### config.mk
export PLATFORM = sky130hd
export DESIGN_NAME = keypad_input
export DESIGN_NICKNAME = d
export VERILOG_FILES = /design/src/rtl/keypad_pkg.sv /design/src/rtl/input_debounce.sv /design/src/rtl/keypad_input.sv
export SDC_FILE = /design/constraint.sdc
export NUM_CORES = 1
export LEC_CHECK = 0
export CAP_MARGIN = 10
export CORE_MARGIN = 1
export CORE_UTILIZATION = 40
export DETAILED_ROUTE_END_ITERATION = 12
export PLACE_DENSITY = 0.68
export SYNTH_ARGS = -nofsm -noshare
export SYNTH_HDL_FRONTEND = slang
export SYNTH_SLANG_ARGS = --single-unit
### constraint.sdc
create_clock -name i_SYS_CLOCK -period 3.23 [get_ports i_SYS_CLOCK]
set_input_delay 0.323 -clock i_SYS_CLOCK [delete_from_list [all_inputs] [get_ports i_SYS_CLOCK]]
set_output_delay 0.323 -clock i_SYS_CLOCK [all_outputs]
set_load 0.01 [all_outputs]
### src/rtl/keypad_pkg.sv
// Shared types and constants for the 4x4 hex keypad entry path.
package keypad_pkg;

  typedef enum logic [1:0] {
    SCAN     = 2'd0,
    DEBOUNCE = 2'd1,
    HELD     = 2'd2
  } state_t;

  localparam logic [3:0] COL_RESET   = 4'b1110;
  localparam int         NUM_DIGITS  = 6;
  localparam int         VALUE_WIDTH = 24;

  function automatic logic is_onehot(input logic [3:0] v);
    return (v != 4'd0) && ((v & (v - 4'd1)) == 4'd0);
  endfunction

  function automatic logic [1:0] onehot_index(input logic [3:0] v);
    logic [1:0] idx;
    idx = 2'd0;
    for (int i = 0; i < 4; i++) begin
      if (v[i]) idx = 2'(i);
    end
    return idx;
  endfunction

endpackage

### src/rtl/input_debounce.sv
// Two-flop synchroniser plus tick-paced stability counter for an active-low
// button; emits a one-clock strobe when the debounced level falls.
module input_debounce #(
  parameter int DEBOUNCE_TICKS = 4
) (
  input  logic clk,
  input  logic rst,
  input  logic tick,
  input  logic din_n,
  output logic fall
);

  localparam int CW = $clog2(DEBOUNCE_TICKS + 1);

  logic [1:0]    sync_reg;
  logic          stable_reg;
  logic [CW-1:0] cnt_reg;

  always_ff @(posedge clk or posedge rst) begin
    if (rst) begin
      sync_reg   <= 2'b11;
      stable_reg <= 1'b1;
      cnt_reg    <= '0;
      fall       <= 1'b0;
    end else begin
      sync_reg <= {sync_reg[0], din_n};
      fall     <= 1'b0;
      if (tick) begin
        // Count consecutive ticks where the input disagrees with the accepted level.
        if (sync_reg[1] != stable_reg) begin
          if (cnt_reg == CW'(DEBOUNCE_TICKS - 1)) begin
            stable_reg <= sync_reg[1];
            cnt_reg    <= '0;
            fall       <= stable_reg & ~sync_reg[1];
          end else begin
            cnt_reg <= cnt_reg + CW'(1);
          end
        end else begin
          cnt_reg <= '0;
        end
      end
    end
  end

endmodule

### src/rtl/keypad_input.sv
// 4x4 hex keypad scanner with debounce, 6-digit entry and CPU read handshake.
// Define KEYPAD_BACKSPACE_EN to make key 0xF act as backspace.
module keypad_input
  import keypad_pkg::*;
#(
  parameter int          DATA_WIDTH     = 8,
  parameter int unsigned DIVISOR        = 32'hFFFF,
  parameter int          DEBOUNCE_TICKS = 4
) (
  input  logic                   i_SYS_CLOCK,
  input  logic                   i_RESET,
  input  logic [3:0]             i_ROW_n,
  output logic [3:0]             o_COL_n,
  input  logic                   i_ENTER_n,
  input  logic                   i_READ_BUS,
  output logic [DATA_WIDTH-1:0]  o_BUS,
  output logic                   o_BUS_VALID,
  output logic                   o_READY,
  output logic [VALUE_WIDTH-1:0] o_VALUE,
  output logic [2:0]             o_DIGITS
);

  localparam int CW = $clog2(DEBOUNCE_TICKS + 1);

  logic [31:0]            div_reg;
  logic                   tick;
  logic [3:0]             row_meta_reg;
  logic [3:0]             row_sync_reg;
  logic [3:0]             rows_low;
  state_t                 state_reg, state_next;
  logic [3:0]             col_reg, col_next;
  logic [CW-1:0]          cnt_reg, cnt_next;
  logic [3:0]             code_reg, code_next;
  logic                   accept;
  logic                   enter_fall;
  logic [VALUE_WIDTH-1:0] value_reg;
  logic [2:0]             digits_reg;
  logic                   ready_reg;
  logic [DATA_WIDTH-1:0]  bus_reg;
  logic                   valid_reg;
  logic [DATA_WIDTH-1:0]  bus_data;

  assign tick     = (div_reg == DIVISOR - 1);
  assign rows_low = ~row_sync_reg;

  always_ff @(posedge i_SYS_CLOCK or posedge i_RESET) begin
    if (i_RESET) begin
      div_reg      <= '0;
      row_meta_reg <= 4'hF;
      row_sync_reg <= 4'hF;
    end else begin
      div_reg      <= tick ? 32'd0 : div_reg + 32'd1;
      row_meta_reg <= i_ROW_n;
      row_sync_reg <= row_meta_reg;
    end
  end

  input_debounce #(
    .DEBOUNCE_TICKS(DEBOUNCE_TICKS)
  ) u_enter (
    .clk  (i_SYS_CLOCK),
    .rst  (i_RESET),
    .tick (tick),
    .din_n(i_ENTER_n),
    .fall (enter_fall)
  );

  always_ff @(posedge i_SYS_CLOCK or posedge i_RESET) begin
    if (i_RESET) begin
      state_reg <= SCAN;
      col_reg   <= COL_RESET;
      cnt_reg   <= '0;
      code_reg  <= 4'd0;
    end else begin
      state_reg <= state_next;
      col_reg   <= col_next;
      cnt_reg   <= cnt_next;
      code_reg  <= code_next;
    end
  end

  always_comb begin
    state_next = state_reg;
    col_next   = col_reg;
    cnt_next   = cnt_reg;
    code_next  = code_reg;
    accept     = 1'b0;
    if (tick) begin
      case (state_reg)
        SCAN: begin
          if (is_onehot(rows_low)) begin
            code_next = {onehot_index(rows_low), onehot_index(~col_reg)};
            if (DEBOUNCE_TICKS == 1) begin
              accept     = 1'b1;
              state_next = HELD;
              cnt_next   = '0;
            end else begin
              state_next = DEBOUNCE;
              cnt_next   = CW'(1);
            end
          end else begin
            col_next = {col_reg[2:0], col_reg[3]};
          end
        end
        DEBOUNCE: begin
          // Only the exact latched row counts; an extra row is treated as a bounce.
          if (rows_low == (4'b0001 << code_reg[3:2])) begin
            if (cnt_reg == CW'(DEBOUNCE_TICKS - 1)) begin
              accept     = 1'b1;
              state_next = HELD;
              cnt_next   = '0;
            end else begin
              cnt_next = cnt_reg + CW'(1);
            end
          end else begin
            state_next = SCAN;
            col_next   = {col_reg[2:0], col_reg[3]};
            cnt_next   = '0;
          end
        end
        HELD: begin
          if (rows_low == 4'd0) begin
            if (cnt_reg == CW'(DEBOUNCE_TICKS - 1)) begin
              state_next = SCAN;
              cnt_next   = '0;
            end else begin
              cnt_next = cnt_reg + CW'(1);
            end
          end else begin
            cnt_next = '0;
          end
        end
        default: begin
          state_next = SCAN;
          cnt_next   = '0;
        end
      endcase
    end
  end

  generate
    if (DATA_WIDTH > VALUE_WIDTH) begin : g_zext
      assign bus_data = {{(DATA_WIDTH - VALUE_WIDTH){1'b0}}, value_reg};
    end else begin : g_trunc
      assign bus_data = value_reg[DATA_WIDTH-1:0];
    end
  endgenerate

  always_ff @(posedge i_SYS_CLOCK or posedge i_RESET) begin
    if (i_RESET) begin
      value_reg  <= '0;
      digits_reg <= 3'd0;
      ready_reg  <= 1'b0;
      bus_reg    <= '0;
      valid_reg  <= 1'b0;
    end else if (i_READ_BUS && ready_reg) begin
      bus_reg    <= bus_data;
      valid_reg  <= 1'b1;
      ready_reg  <= 1'b0;
      value_reg  <= '0;
      digits_reg <= 3'd0;
    end else begin
      if (!i_READ_BUS) valid_reg <= 1'b0;
      if (enter_fall && !ready_reg) ready_reg <= 1'b1;
      // Once an entry is complete it stays locked until the CPU reads it.
      if (accept && !ready_reg) begin
`ifdef KEYPAD_BACKSPACE_EN
        if (code_next == 4'hF) begin
          value_reg <= {4'h0, value_reg[VALUE_WIDTH-1:4]};
          if (digits_reg != 3'd0) digits_reg <= digits_reg - 3'd1;
        end else begin
          value_reg <= {value_reg[VALUE_WIDTH-5:0], code_next};
          if (digits_reg != 3'(NUM_DIGITS)) digits_reg <= digits_reg + 3'd1;
        end
`else
        value_reg <= {value_reg[VALUE_WIDTH-5:0], code_next};
        if (digits_reg != 3'(NUM_DIGITS)) digits_reg <= digits_reg + 3'd1;
`endif
      end
    end
  end

  assign o_COL_n     = col_reg;
  assign o_BUS       = bus_reg;
  assign o_BUS_VALID = valid_reg;
  assign o_READY     = ready_reg;
  assign o_VALUE     = value_reg;
  assign o_DIGITS    = digits_reg;

endmodule
# After elaboration in Yosys (flattened, before gate mapping)

Cells that the tools add are included.

$add $sub $neg: 5
Equality and inequality tests: 15
Shifts and indexed selects: 1
Multiplexer cells: 42
Bitwise logic cells: 5
Reductions and logical operators: 18

Operators by type and width:

| kind                    | count |
|---|---|
| $mux W24                | 2 |
| $add A32 B1 Y32 const B | 1 |
| $eq A32 B16 Y1 const B  | 1 |
| $mux W32                | 1 |
| $mux W3                 | 9 |
| $mux W4                 | 5 |
| $mux W2                 | 9 |
| $mux W1                 | 13 |
| $ne A2 B2 Y1 const B    | 5 |
| $add A3 B1 Y3 const B   | 3 |
| $pmux W3 S3             | 1 |
| $logic_not A4 Y1        | 2 |
| $not A4 Y4              | 2 |
| $pmux W4 S2             | 1 |
| $reduce_bool A2 Y1      | 4 |
| $eq A3 B2 Y1 const B    | 2 |
| $ne A3 B3 Y1 const B    | 2 |
| $pmux W2 S3             | 1 |
| $reduce_and A5 Y1       | 1 |
| $and A4 B4 Y4           | 1 |
| $eq A4 B4 Y1            | 1 |
| $logic_and A1 B1 Y1     | 4 |
| $reduce_and A2 Y1       | 2 |
| $reduce_and A4 Y1       | 1 |
| 12 further kinds        | 12 |

Bits in registers: 97
Input bits: 8
Output and inout port bits: 41

# Longest topological paths before layout

Word-level depth: 10
Mapped depth: 7
Mapped depth without buffers: 6

# Cells and area by module

From an unflattened synthesis, not the netlist that was laid out.

Cell total of the unflattened synthesis: 408
Area total of the unflattened synthesis: 4430.5 um^2

By module, submodules not included:

| module         | times used | cells an instance | area each (um^2) | seq. area each (um^2) |
|---|---|---|---|---|
| keypad_input   | 1          | 385               | 4131.5           | 2265.9 |
| input_debounce | 1          | 23                | 299.0            | 178.9 |

# Worst setup path before layout

No wires, ideal clock.

Path type: register -> register
Start: reg row_sync_reg[3]
End: reg value_reg[0] (netlist: o_VALUE[0])
Data arrival time: 2.237 ns
Path slack: 0.865 ns
Stages on the path, launching flop included: 8
Buffers on the path: 2
Path through: dfstp_2 buf_2 or3b_1 a21oi_1 nor2_1 nor4_4 buf_6 mux2_1

Cells in the longest elaborated chain, start to end: 10
Elaborated cells between the ends (all ways): 17
Those cells by class: add/sub: 1; eq/ne: 1; mux: 8; bitwise: 2; reduce/logical: 5

RTL lines:

| what                     | line                | source |
|---|---|---|
| start: declaration       | keypad_input.sv:28  | `logic [3:0] row_sync_reg;` |
| start signal: assignment | keypad_input.sv:54  | `row_sync_reg <= row_meta_reg;` |
| $not A4 Y4 (*)           | keypad_input.sv:44  | `assign rows_low = ~row_sync_reg;` |
| $sub A4 B1 Y4            | keypad_pkg.sv:15    | `return (v != 4'd0) && ((v & (v - 4'd1)) == 4'd0);` |
| $and A4 B4 Y4            | keypad_pkg.sv:15    |  |
| $logic_not A4 Y1         | keypad_pkg.sv:15    |  |
| $logic_and A1 B1 Y1      | keypad_pkg.sv:15    |  |
| $mux W4                  | keypad_input.sv:91  | `if (is_onehot(rows_low)) begin` |
| $mux W4                  | keypad_input.sv:89  | `case (state_reg)` |
| $mux W4                  | keypad_input.sv:88  | `if (tick) begin` |
| $mux W24                 | keypad_input.sv:166 | `if (accept && !ready_reg) begin` |
| $mux W24                 | keypad_input.sv:156 | `end else if (i_READ_BUS && ready_reg) begin` |
| end signal: assignment   | keypad_input.sv:176 | `value_reg <= {value_reg[VALUE_WIDTH-5:0], code_next};` |
| end: declaration         | keypad_input.sv:36  | `logic [VALUE_WIDTH-1:0] value_reg;` |

Every way passes the cells marked *; elsewhere a longest branch is shown, timed or not. The select of a mux whose other input is x is not followed.
A chain may end at the register's enable or synchronous reset.

# Worst setup path in the final report

Start: reg row_sync_reg[3]
End: reg value_reg[3] (netlist: o_VALUE[3])

The elaborated chain is that of the path after synthesis.

==> results.txt <==
In this run, synthesis inferred 0 flip-flops with an integrated enable. The initial antenna violation count is 0, and the fraction of final layout cells sized beyond drive strength 1 is 11.7%. The number of cell rows came out at 38. For this run, the detailed router's first-pass iteration total came to 4. Once detailed placement completed, the half-perimeter wirelength came to 6250 µm. The worst setup path is of the flip-flop to flip-flop kind. Global routing finished with a remaining overflow of 0. The die outline width was 109 µm; the total routing resource utilization after global routing was 16.6%. For this run, the leading register cell type out of synthesis is sky130_fd_sc_hd__dfrtp_1.

The internal portion of the total power is 1.85 mW. Clock network power share: 43.1%. The slew of the pin with the lowest slew margin is 1020 ps, and the violation count after the first detailed-route iteration is 183. The logs give 50.1% for the post-route core utilization and 2.40 nW for the total leakage power. The critical path starts at row_sync_reg[3]$_DFF_PP1_. Per report_power, the sequential group accounts for 52.7% of the total. The proportion of total power due to net switching is 22.2%, and the net count of the mapped netlist is 443. The minimum clock period after layout was 2590 ps. The synthesized area per cell works out to 10.7 µm².

The number of failing hold endpoints at the final stage came out at 0. The worst register-to-register path has a depth of 6. Setup violations remaining at the end of the flow were counted as 0. Number of buffers inserted by port buffering: 48.

The detailed router placed 3227 vias in this run. For the final-report max-slew violation count, the log shows 0. Once the floorplan was initialized, standard cells occupied 41.7% of the core.

TritonCTS built the clock tree. The post-synthesis instance area was 4580 µm². The power density of the placed cells was 433 nW/µm². After detailed routing, the number of vias per cell comes to 5.20. Clock latency on the worst-skew pair, taken at its later pin, is 350 ps. The combinational group share of total power is 4.3%, and the data arrival time of the critical path is 2820 ps. In the synthesized netlist, the number of instances is 427. The number of different library cells used by synthesis comes to 54. Clock tree synthesis found a total of 97 sinks. During synthesis, Yosys emitted a total of 0 warnings. The H-tree was split into 3 levels.

In the routed design, unresolved DRC markers number 0. The total negative slack was 0 ps; the post-synthesis register bit count was 97. The top-level I/O count was 49; the number of setup buffers added after CTS was 0. The startpoint of the worst-slack reg-to-reg timing path is row_sync_reg[3]$_DFF_PP1_. After routing the design area is 5510 µm². Timing analysis after detailed placement gives a worst setup slack of 674 ps. Following the worst setup path forward leads to its endpoint at o_VALUE[3]$_DFFE_PP0P_. After layout, the worst setup slack is 644 ps. From synthesis to final layout, the design area changed by 20.2%.

VDD sags by at most 353 µV. The completed layout was analyzed and its total power is 2.38 mW. At the end of routability-driven placement, the weighted congestion stood at 0.835.

For the worst setup path, the data required time is 3470 ps. Of all nets on the critical path, the largest fanout is 23. Max-cap violations in this run came to 0.

For the maximum count of clock buffers along a single path, the log shows 2. The flow ran to the end, and the final reports show no timing, DRC or antenna violations. Timing would allow up to 0.387 GHz. In the synthesized netlist the async set-or-reset flop fraction comes to 100%.

The number of antenna diodes in the final layout is 0. Entering global routing, the biggest net connects 53 pins. STA classifies the critical path endpoint as a flip-flop.

The register area share after synthesis was 53.4%. Cell at the root of the clock tree: sky130_fd_sc_hd__clkbuf_16. Wire length of the first global-routing pass: 15000 µm. Once detail routing completed, the nets flagged for antenna violations numbered 0.

The net load switching power was 529 µW. After clock tree synthesis, the repair step resized 0 gates. In this run the vertical extent of the chip is 109 µm. Post-place instance area: 5210 µm².

Clock edge transition at the registers on the reported setup and hold paths: 70 ps. The floorplan step defined a die boundary enclosing 11900 µm². After detailed routing, the average wire length per cell comes to 14.4 µm. Clock skew on the completed layout was measured at 10.6 ps.

In this run, post-CTS hold repair placed 0 buffers. The number of global-route vias before repair was 3180; the flip-flop count of the largest register after layout was 32. Worst setup slack for register-to-register paths: 640 ps.

Setup repair after global routing left no endpoint under its margin. The share of the clock period used by the worst path is 80.0%. The number of clock buffers added by TritonCTS is 9. The worst setup path is launched from a flip-flop. The path class of the tightest hold or removal check is flip-flop to flip-flop. Counting the fill cells in the layout gives 987. The total wirelength of the detailed-routed design is 8930 µm, and the headroom to the max-slew limit is 31.6%. In the final design database the tool counted 491 nets. Area of the placeable core: 11000 µm².

In this run the critical register-to-register path is captured at o_VALUE[3]$_DFFE_PP0P_.
cells in the final DEF (no fill, tap or decap), types with 3 or more instances in the layout:
cell type / n
sky130_fd_sc_hd__and4_1: 5
sky130_fd_sc_hd__o31ai_1: 5
sky130_fd_sc_hd__o21ai_0: 14
sky130_fd_sc_hd__mux2i_1: 24
sky130_fd_sc_hd__and2_1: 3
sky130_fd_sc_hd__nand3_1: 14
sky130_fd_sc_hd__xnor2_1: 17
sky130_fd_sc_hd__nor4_1: 4
sky130_fd_sc_hd__clkinvlp_4: 3
sky130_fd_sc_hd__a21oi_1: 6
sky130_fd_sc_hd__dfrtp_1: 83
sky130_fd_sc_hd__o21a_1: 3
sky130_fd_sc_hd__dfstp_2: 14
sky130_fd_sc_hd__clkbuf_16: 9
sky130_fd_sc_hd__nand2_1: 50
sky130_fd_sc_hd__mux2_2: 9
sky130_fd_sc_hd__nand3b_1: 4
sky130_fd_sc_hd__a21o_1: 4
sky130_fd_sc_hd__mux2_1: 3
sky130_fd_sc_hd__inv_1: 30
sky130_fd_sc_hd__nand2b_1: 3
sky130_fd_sc_hd__ha_1: 8
sky130_fd_sc_hd__xor2_1: 13
sky130_fd_sc_hd__buf_4: 4
sky130_fd_sc_hd__and3_1: 8
sky130_fd_sc_hd__nor2b_1: 3
sky130_fd_sc_hd__clkdlybuf4s50_1: 48
sky130_fd_sc_hd__nor3_1: 5
sky130_fd_sc_hd__nand4_1: 11
sky130_fd_sc_hd__nor2_1: 35
metal layers:
metal	track usage [%]	part of all wire [%]	vias up
li1	-	-	1556
met1	21.2	46	1603
met2	26.3	48	58
met3	5.98	4.1	10
met4	4.54	1.3	0
met5	0	0	-
worst min-delay path by stage:
stage	to	start	depth (start not counted)
3_3_place_gp	row_sync_reg[3]$_DFF_PP1_	row_meta_reg[3]$_DFF_PP1_	0
2_1_floorplan	row_meta_reg[0]$_DFF_PP1_	i_ROW_n[0]	0
5_1_grt	row_sync_reg[0]$_DFF_PP1_	row_meta_reg[0]$_DFF_PP1_	0
6_report	row_sync_reg[3]$_DFF_PP1_	row_meta_reg[3]$_DFF_PP1_	0
3_5_place_dp	row_sync_reg[3]$_DFF_PP1_	row_meta_reg[3]$_DFF_PP1_	0
4_1_cts	row_sync_reg[3]$_DFF_PP1_	row_meta_reg[3]$_DFF_PP1_	0
critical path: stages, from the launching register on:
cell and delay (ps):
sky130_fd_sc_hd__dfstp_2 600, sky130_fd_sc_hd__or3b_1 360, sky130_fd_sc_hd__a21oi_1 260, sky130_fd_sc_hd__nor2_1 190, sky130_fd_sc_hd__nor4_4 270, sky130_fd_sc_hd__buf_4 400, sky130_fd_sc_hd__mux2_2 380
Yosys cell counts (6+ instances only):
cell | n | area [µm²]
sky130_fd_sc_hd__dfrtp_1 | 83 | 2080
sky130_fd_sc_hd__nand2_1 | 50 | 188
sky130_fd_sc_hd__nor2_1 | 35 | 131
sky130_fd_sc_hd__inv_1 | 31 | 116
sky130_fd_sc_hd__mux2i_1 | 24 | 240
sky130_fd_sc_hd__xnor2_1 | 17 | 149
sky130_fd_sc_hd__dfstp_2 | 14 | 368
sky130_fd_sc_hd__nand3_1 | 14 | 70.1
sky130_fd_sc_hd__o21ai_0 | 14 | 70.1
sky130_fd_sc_hd__xor2_1 | 13 | 114
sky130_fd_sc_hd__clkbuf_1 | 11 | 41.3
sky130_fd_sc_hd__nand4_1 | 11 | 68.8
sky130_fd_sc_hd__mux2_2 | 9 | 101
sky130_fd_sc_hd__and3_1 | 8 | 50.1
sky130_fd_sc_hd__ha_1 | 8 | 100
sky130_fd_sc_hd__a21oi_1 | 6 | 30.0
final cells by class:
| class | instances | area (µm²) | area share (%) |
|---|---|---|---|
| inverter | 31 | 119 | 2.16 |
| clock buffer | 11 | 253 | 4.59 |
| clock inverter | 5 | 40.0 | 0.727 |
| tap | 140 | 175 | 3.18 |
| timing repair buffer | 53 | 531 | 9.64 |
| multi-input combinational | 283 | 1940 | 35.3 |
| sequential | 97 | 2440 | 44.4 |
power by group through the flow:
| stage | registers [mW] | clock network [mW] | logic [mW] |
|---|---|---|---|
| floorplan | 1.27 | 0 | 0.0533 |
| global placement | 1.28 | 0 | 0.102 |
| detailed placement | 1.28 | 0 | 0.104 |
| CTS | 1.25 | 1.06 | 0.104 |
| global route | 1.26 | 1.11 | 0.114 |
| finish | 1.25 | 1.03 | 0.101 |
cell families after synthesis:
| kind of cell | synth area share [%] |
|---|---|
| AND/OR/NAND/NOR | 20.2 |
| XOR/XNOR | 5.74 |
| adder cells (fa/ha/maj) | 2.19 |
| flip-flops | 53.4 |
| multiplexers | 8.20 |
| AO/OA/AOI/OAI | 6.12 |
| buffers and inverters | 4.18 |
per-stage QoR:
step | instances | hold WS, ps
2_1_floorplan | 427 | 327
3_3_place_gp | 604 | 348
3_5_place_dp | 604 | 347
4_1_cts | 620 | 353
5_1_grt | 620 | 361
6_report | 620 | 352
(Power assumes the default switching activity.)
